## src/rtl/eq_tap_pkg.sv

```systemverilog
// eq_tap_pkg: shared defaults, loader state type and EQ-setting-to-filter mapping for eq_tap_loader.
package eq_tap_pkg;
    localparam int DEF_NUM_TAPS   = 8;
    localparam int DEF_COEF_W     = 16;
    localparam int DEF_ADDR_W     = 12;
    localparam int DEF_EQ_W       = 8;
    localparam int DEF_STABLE_CYC = 64;
    localparam int FILT_W         = 4;

    typedef enum logic [1:0] {IDLE, FETCH, DRAIN, PENDING} tap_ld_state_t;

    function automatic logic [FILT_W-1:0] eq_to_filter(input logic [DEF_EQ_W-1:0] eq_val);
        return eq_val[DEF_EQ_W-1 -: FILT_W];
    endfunction
endpackage

```

## src/rtl/eq_sel_debounce.sv

```systemverilog
// eq_sel_debounce: filter-index select; with EQ_TAP_HYST_EN defined the index must differ
// from the current target for STABLE_CYC consecutive cycles before it is adopted.
module eq_sel_debounce import eq_tap_pkg::*; #(
    parameter int STABLE_CYC = DEF_STABLE_CYC
) (
    input  logic              i_clk,
    input  logic              i_rst_n,
    input  logic [FILT_W-1:0] i_raw,
    output logic [FILT_W-1:0] o_tgt
);
`ifdef EQ_TAP_HYST_EN
    localparam int CNT_W = (STABLE_CYC > 1) ? $clog2(STABLE_CYC) : 1;

    logic [FILT_W-1:0] r_tgt;
    logic [CNT_W-1:0]  r_cnt;

    always_ff @(posedge i_clk or negedge i_rst_n) begin
        if (!i_rst_n) begin
            r_tgt <= '0;
            r_cnt <= '0;
        end else if (i_raw == r_tgt) begin
            r_cnt <= '0;
        end else if (r_cnt == CNT_W'(STABLE_CYC - 1)) begin
            r_tgt <= i_raw;
            r_cnt <= '0;
        end else begin
            r_cnt <= r_cnt + CNT_W'(1);
        end
    end

    assign o_tgt = r_tgt;
`else
    logic w_unused;

    assign w_unused = ^{i_clk, i_rst_n, 1'(STABLE_CYC)};
    assign o_tgt    = i_raw;
`endif
endmodule

```

## src/rtl/eq_tap_loader.sv

```systemverilog
// eq_tap_loader: fetches the selected filter's taps from the coefficient ROM into a shadow bank
// and commits them to the active bank on a sample boundary. Build option: EQ_TAP_HYST_EN.
module eq_tap_loader import eq_tap_pkg::*; #(
    parameter int NUM_TAPS   = DEF_NUM_TAPS,
    parameter int COEF_W     = DEF_COEF_W,
    parameter int ADDR_W     = DEF_ADDR_W,
    parameter int EQ_W       = DEF_EQ_W,
    parameter int STABLE_CYC = DEF_STABLE_CYC
) (
    input  logic                       i_clk,
    input  logic                       i_rst_n,
    input  logic [EQ_W-1:0]            i_eq_val,
    input  logic                       i_sample_strobe,
    output logic [ADDR_W-1:0]          o_rom_addr,
    input  logic [COEF_W-1:0]          i_rom_data,
    output logic [NUM_TAPS*COEF_W-1:0] o_taps,
    output logic                       o_taps_valid,
    output logic [FILT_W-1:0]          o_active_filter,
    output logic                       o_busy
);
    localparam int TAP_W = (NUM_TAPS > 1) ? $clog2(NUM_TAPS) : 1;
    localparam logic [TAP_W-1:0] LAST_TAP = TAP_W'(NUM_TAPS - 1);

    typedef logic [0:NUM_TAPS-1][COEF_W-1:0] bank_t;

    tap_ld_state_t     r_state, w_next;
    logic [TAP_W-1:0]  r_tap, w_cap_idx;
    logic [FILT_W-1:0] r_ld_tgt, r_active, w_raw, w_tgt;
    logic [ADDR_W-1:0] r_rom_addr;
    logic              r_valid;
    bank_t             r_shadow, r_taps, w_shadow;
    logic              w_req, w_abort, w_start, w_step, w_cap, w_commit;

    assign w_raw = eq_to_filter(i_eq_val);

    eq_sel_debounce #(.STABLE_CYC(STABLE_CYC)) u_sel (
        .i_clk   (i_clk),
        .i_rst_n (i_rst_n),
        .i_raw   (w_raw),
        .o_tgt   (w_tgt)
    );

    assign w_req   = (w_tgt != r_active) || !r_valid;
    assign w_abort = (r_state != IDLE) && (w_tgt != r_ld_tgt);

    always_ff @(posedge i_clk or negedge i_rst_n) begin
        if (!i_rst_n)
            r_state <= IDLE;
        else
            r_state <= w_next;
    end

    always_comb begin
        w_next = r_state;
        if (r_state == IDLE || w_abort)
            w_next = w_req ? FETCH : IDLE;
        else if (r_state == FETCH)
            w_next = (r_tap == LAST_TAP) ? DRAIN : FETCH;
        else if (r_state == DRAIN)
            w_next = r_valid ? PENDING : IDLE;
        else
            w_next = i_sample_strobe ? IDLE : PENDING;
    end

    // A target change masks capture and commit, so it beats a strobe on the same edge.
    always_comb begin
        w_start   = (r_state == IDLE || w_abort) && w_req;
        w_step    = (r_state == FETCH) && !w_abort && (r_tap != LAST_TAP);
        w_cap     = !w_abort && ((r_state == FETCH && r_tap != '0) || r_state == DRAIN);
        w_cap_idx = (r_state == DRAIN) ? LAST_TAP : r_tap - TAP_W'(1);
        w_commit  = !w_abort && ((r_state == DRAIN && !r_valid) || (r_state == PENDING && i_sample_strobe));
        w_shadow  = r_shadow;
        if (w_cap)
            w_shadow[w_cap_idx] = i_rom_data;
        o_busy    = r_state != IDLE;
    end

    always_ff @(posedge i_clk or negedge i_rst_n) begin
        if (!i_rst_n) begin
            r_tap      <= '0;
            r_ld_tgt   <= '0;
            r_rom_addr <= '0;
            r_shadow   <= '0;
            r_taps     <= '0;
            r_active   <= '0;
            r_valid    <= 1'b0;
        end else begin
            if (w_start) begin
                r_tap      <= '0;
                r_ld_tgt   <= w_tgt;
                r_rom_addr <= ADDR_W'(w_tgt) * ADDR_W'(NUM_TAPS);
            end else if (w_step) begin
                r_tap      <= r_tap + TAP_W'(1);
                r_rom_addr <= r_rom_addr + ADDR_W'(1);
            end
            r_shadow <= w_shadow;
            if (w_commit) begin
                r_taps   <= w_shadow;
                r_active <= r_ld_tgt;
                r_valid  <= 1'b1;
            end
        end
    end

    assign o_rom_addr      = r_rom_addr;
    assign o_taps          = r_taps;
    assign o_taps_valid    = r_valid;
    assign o_active_filter = r_active;
endmodule
```

## config.mk

```make
export PLATFORM = sky130hd
export DESIGN_NAME = eq_tap_loader
export DESIGN_NICKNAME = d
export VERILOG_FILES = /design/src/rtl/eq_tap_pkg.sv /design/src/rtl/eq_sel_debounce.sv /design/src/rtl/eq_tap_loader.sv
export SDC_FILE = /design/constraint.sdc
export NUM_CORES = 1
export LEC_CHECK = 0
export CAP_MARGIN = 15
export CORE_ASPECT_RATIO = 1.25
export CORE_MARGIN = 4
export CORE_UTILIZATION = 40
export CTS_CLUSTER_DIAMETER = 100
export CTS_CLUSTER_SIZE = 24
export DETAILED_ROUTE_END_ITERATION = 8
export SLEW_MARGIN = 20
export SYNTH_ARGS = -nofsm -noshare
export SYNTH_HDL_FRONTEND = slang
export SYNTH_SLANG_ARGS = --single-unit
```

## constraint.sdc

```tcl
create_clock -name i_clk -period 3.65 [get_ports i_clk]
set_input_delay 0.73 -clock i_clk [delete_from_list [all_inputs] [get_ports i_clk]]
set_output_delay 0.73 -clock i_clk [all_outputs]
set_load 0.05 [all_outputs]
```

### Yosys cells after proc, flatten, opt, wreduce, memory -nomap -nowiden

Index checks and enable logic that the tools add are counted.

| cells by class | value |
|---|---|
| add/sub/neg operators | 3 |
| order comparisons | 2 |
| equality and inequality tests | 7 |
| mux-type cells | 16 |
| bitwise logic cells | 1 |
| reductions and logical operators | 20 |

Operators by type and width:

| cell | count |
|---|---|
| $bwmux 128 | 1 |
| $mux 128 | 1 |
| $demux 16 s3 | 1 |
| $mux 12 | 2 |
| $mux 16 | 1 |
| $add 12x1->12 const B | 1 |
| $mux 2 | 6 |
| $logic_and 1x1->1 | 10 |
| $mux 3 | 3 |
| $ne 4x4->1 | 2 |
| $eq 2x2->1 const B | 2 |
| $ge 4x4->1 const B | 1 |
| $logic_or 1x1->1 | 4 |
| $lt 4x1->1 const B | 1 |
| $not 3->4 | 1 |
| $reduce_bool 2->1 | 2 |
| $add 3x1->3 const B | 1 |
| $eq 3x3->1 const B | 1 |
| $ne 3x3->1 const B | 1 |
| $reduce_bool 3->1 | 1 |
| $sub 3x1->3 const B | 1 |
| $eq 2x1->1 const B | 1 |
| $logic_not 1->1 | 2 |
| $logic_not 2->1 | 1 |
| $mux 1 | 1 |

| word-level totals | value |
|---|---|
| bits in registers | 282 |
| input bits | 27 |
| output and inout port bits | 146 |
| word-level logic and storage cells | 71 |

### Depth between registers and ports, before layout

| depth | value |
|---|---|
| word-level depth | 9 |
| depth in mapped cells | 9 |

### Cells and area by module

From an unflattened synthesis, not the netlist that was laid out.

| unflattened totals | value |
|---|---|
| cells, all modules | 978 |
| area, all modules | 10,755.3 um2 |

Modules (own cells, without submodules):

| module | instances | cells each | area each (um2) | sequential area each (um2) |
|---|---|---|---|---|
| eq_tap_loader | 1 | 974 | 10,725.3 | 7,056.8 |
| eq_sel_debounce | 1 | 4 | 30.0 | 0.0 |

### Least setup slack after synthesis

No wires, ideal clock.

| path | value |
|---|---|
| path type | reg-to-reg |
| start | register r_tap[0] |
| end | register r_shadow[38] (netlist name) |
| library setup time | 0.125 ns |
| data arrival time | 2.430 ns |
| path slack | 1.095 ns |
| cell stages (with the launch flop) | 9 |
| path buffers | 2 |
| cells stage by stage | dfrtp_1 inv_1 ha_1 or3b_4 a2111oi_2 and4_1 buf_2 buf_4 mux2_2 |

RTL lines:

| element | RTL line | text |
|---|---|---|
| start, declared | eq_tap_loader.sv:27 | `logic [TAP_W-1:0] r_tap, w_cap_idx;` |
| start signal, assigned | eq_tap_loader.sv:93 | `r_tap <= r_tap + TAP_W'(1);` |
| end signal, assigned | eq_tap_loader.sv:96 | `r_shadow <= w_shadow;` |
| end, declared | eq_tap_loader.sv:31 | `bank_t r_shadow, r_taps, w_shadow;` |

### Final worst setup path

| path | value |
|---|---|
| start | register r_state[1] |
| end | output port o_busy |

| on the way | value |
|---|---|
| longest elaborated chain between the ends | 1 |

RTL lines:

| element | RTL line | text |
|---|---|---|
| start, declared | eq_tap_loader.sv:26 | `tap_ld_state_t r_state, w_next;` |
| start signal, assigned | eq_tap_loader.sv:50 | `r_state <= w_next;` |
| $reduce_bool 2->1 | eq_tap_loader.sv:75 | `o_busy = r_state != IDLE;` |
| end, declared | eq_tap_loader.sv:19 | `output logic o_busy` |

Every way passes these cells.

==> impl_metrics.csv <==
group,metric,value,unit
finish,num_antenna_cells,0,
global_routing,antenna_found_initial,0,
placement,port_buffers,168,
sta,setup_tns,0,ns
sta,worstMarginPinSlew,0.707,ns
placement,dp_hpwl,17.0,mm
clock_network,cts_num_sinks,282,
clock_network,clk_latency,0.48,ns
routing,drt_iter0_drc,280,
sta,clock.fmax,361,MHz
sta,finalCritPeriodShare,75.9,%
sta,setup_violations,0,
sta,slew_headroom,52.8,%
power_and_ir_drop,power.leakage,0.00614,uW
synth,syn-instance-count,974,
global_routing,use_met2,28.6,%
global_routing,grt_pass1_vias,7230,
sta,whs,0.205,ns
routing,drtPass1Iterations,4,
power_and_ir_drop,irDropWorstVdd,0.282,mV
sta,finalHoldViolations,0,
setup_path,crit_path_max_fanout,8,
routing,vias,7126,
clock_network,cts_setup_buffers,0,
setup_path,endpoint_kind,"primary output",
setup_path,r2r_start,"r_tap[0]",
floorplan,die_h,191,um
synth,syn_area_per_cell,11.0,um^2
routing,wl_per_cell,17.1,um
global_routing,grt_max_degree,99,
clock_network,cts-buffers-inserted,15,
floorplan,core,26300,um^2
clock_network,clockBufferDepth,3,
outcome,outcome,"finished clean",
finish,synthToLayoutAreaGrowth,23.3,%
setup_path,arrival,2.04,ns
floorplan,start_util,40.8,%
global_routing,track_usage,17.1,%
synth,synth_seq_area_share,65.8,%
placement,gp_congestion,0.767,
global_routing,met3_usage,2.47,%
finish,drive_above_1_share,8.63,%
global_routing,grt_overflow,0,
synth,synth_area,10700,um^2
clock_network,tritoncts,"yes",
floorplan,die_area,29500,um^2
routing,finalWirelength,25.0,mm
setup_path,worstReg2RegEnd,"r_shadow[40]",
hold_path,hp-class,"in2async",
power_and_ir_drop,power.density,385,nW/um^2
synth,synth.distinct_cells,36,
setup_path,startpoint_type,"flop",
setup_path,r2r_slack,0.89,ns
setup_path,critPathLaunch,"r_state[1]",
flow_run,drv_cap,0,
clock_network,ctsResizeCount,0,
global_routing,grt_pass1_wl,40.5,mm
power_and_ir_drop,p_total,5090,uW
routing,vias_per_cell,4.87,
clock_network,cts-root-buf,"clkbuf_16",
finish,final_nets,1157,
setup_path,critPathRequiredTime,2.92,ns
sta,period_minus_slack,2.77,ns
setup_path,crit_type,"reg2out",
sta,fin_skew,0.0174,ns
clock_network,holdBufCountCts,0,
synth,ys_warn_count,0,
global_routing,busiest_layer,"met2",
clock_network,clkSlewWorstSetupHoldPaths,0.09,ns
sta,final_max_slew_viol_count,0,
clock_network,h-tree-depth,1,
routing,detail-route-antenna-nets,0,
setup_path,reg2regPathDepth,7,
floorplan,pin_count,173,
floorplan,rows,66,
routing,drcViolationCount,0,
sta,rsz0062_at_grt,"false",
synth,synth_fp_nets,1006,
global_routing,use_met1,23.8,%
synth,ys_ff_latch,282,
floorplan,die-width,154,um
## power breakdown
part	total, uW	switching (uW)	internal, uW
clock network	1690	945	745
registers	3150	14.7	3140
logic	244	176	68.7
## worst max-delay path by stage
stage                                end  slack [ns]  cells after the start
after CTS                         o_busy        0.86                      2
after global routing          o_taps[24]        0.66                      8
after global placement         o_taps[9]        0.44                      7
after floorplan             r_shadow[38]        1.09                      8
after detailed placement  o_rom_addr[11]        0.43                      7
final                             o_busy        0.88                      2
## cells by family (layout without fill, tap and decap cells)
group | count (synthesis) | after routing | share of synthesized area (%)
compound gates | 197 | 197 | 9.68
xor+xnor | 18 | 18 | 1.47
fa+ha+maj | 5 | 5 | 0.583
buf+inv | 75 | 225 | 2.83
flops | 282 | 282 | 65.8
mux | 51 | 51 | 6.05
simple gates | 346 | 346 | 13.6
## flip-flops by register name, summed over array words and instances (netlist names)
register and cells:
r_state 2, o_taps 128, o_rom_addr 12, o_taps_valid 1, o_active_filter 4, r_shadow 128
r_tap 3, r_ld_tgt 4
## worst max-delay path, stage by stage (launching register included)
cell	delay [ns]
dfrtp_1	0.50
or2_2	0.35
clkdlybuf4s50_1	0.71
## synth_stat cells
cell | n | share of area, %
inv_1 | 21 | 0.73
nand4b_1 | 1 | 0.082
a2111oi_4 | 1 | 0.26
and2_1 | 1 | 0.058
xnor2_1 | 3 | 0.25
or2_2 | 2 | 0.12
nand2_1 | 280 | 9.8
nor3b_1 | 1 | 0.070
nor3_1 | 2 | 0.093
a2111oi_2 | 2 | 0.28
xor2_1 | 15 | 1.2
nor2_1 | 10 | 0.35
and3_1 | 6 | 0.35
mux2_2 | 31 | 3.3
mux2_4 | 20 | 2.8
nor4_4 | 1 | 0.20
buf_1 | 1 | 0.035
o21ai_2 | 1 | 0.082
nand2b_1 | 19 | 1.1
buf_2 | 6 | 0.28
a31oi_1 | 2 | 0.12
a21oi_1 | 6 | 0.28
clkbuf_1 | 44 | 1.5
buf_4 | 2 | 0.14
nand4_1 | 9 | 0.52
nand3_1 | 8 | 0.37
and4b_1 | 1 | 0.093
and4_1 | 1 | 0.082
or3_1 | 3 | 0.18
o21ai_1 | 7 | 0.33
o21ai_0 | 177 | 8.3
dfrtp_1 | 282 | 66
a32oi_1 | 1 | 0.082
or3b_4 | 1 | 0.10
ha_1 | 5 | 0.58
buf_6 | 1 | 0.10
## metal layers
layer,up-vias,share of wire [%]
met2,139,48
met4,0,2.0
met1,3447,46
met3,28,3.9
met5,-,0
li1,3512,-
## stage by stage
stage / util (%) / cell area (um^2) / cells / setup slack [ns]
after global placement: 48.9 / 12800 / 1448 / 0.436
after global routing: 50.3 / 13200 / 1464 / 0.656
after floorplan: - / 10700 / 974 / 1.09
after CTS: 50.3 / 13200 / 1464 / 0.858
after detailed placement: 48.9 / 12800 / 1448 / 0.431
final: 50.3 / 13200 / 1464 / 0.878
## layout by cell type, fill, tap and decap left out, types with 9 or more instances in the layout
| cell | netlist | layout |
|---|---|---|
| clkdlybuf4s50_1 | 0 | 167 |
| mux2_4 | 20 | 20 |
| inv_1 | 21 | 21 |
| nand2_1 | 280 | 280 |
| xor2_1 | 15 | 15 |
| nor2_1 | 10 | 10 |
| nand2b_1 | 19 | 19 |
| clkbuf_16 | 0 | 15 |
| mux2_2 | 31 | 31 |
| nand4_1 | 9 | 9 |
| buf_4 | 2 | 15 |
| o21ai_0 | 177 | 177 |
| dfrtp_1 | 282 | 282 |
## area by class of cell
type	instances	area [um^2]
repair buffers	188	1900
flip-flops and latches	282	7060
fillers	2433	13000
clock buffers	15	375
inverters	21	78.8
multi-input cells	617	3380
well taps	340	425
clock inverters	1	8.76
(Power assumes the default switching activity.)
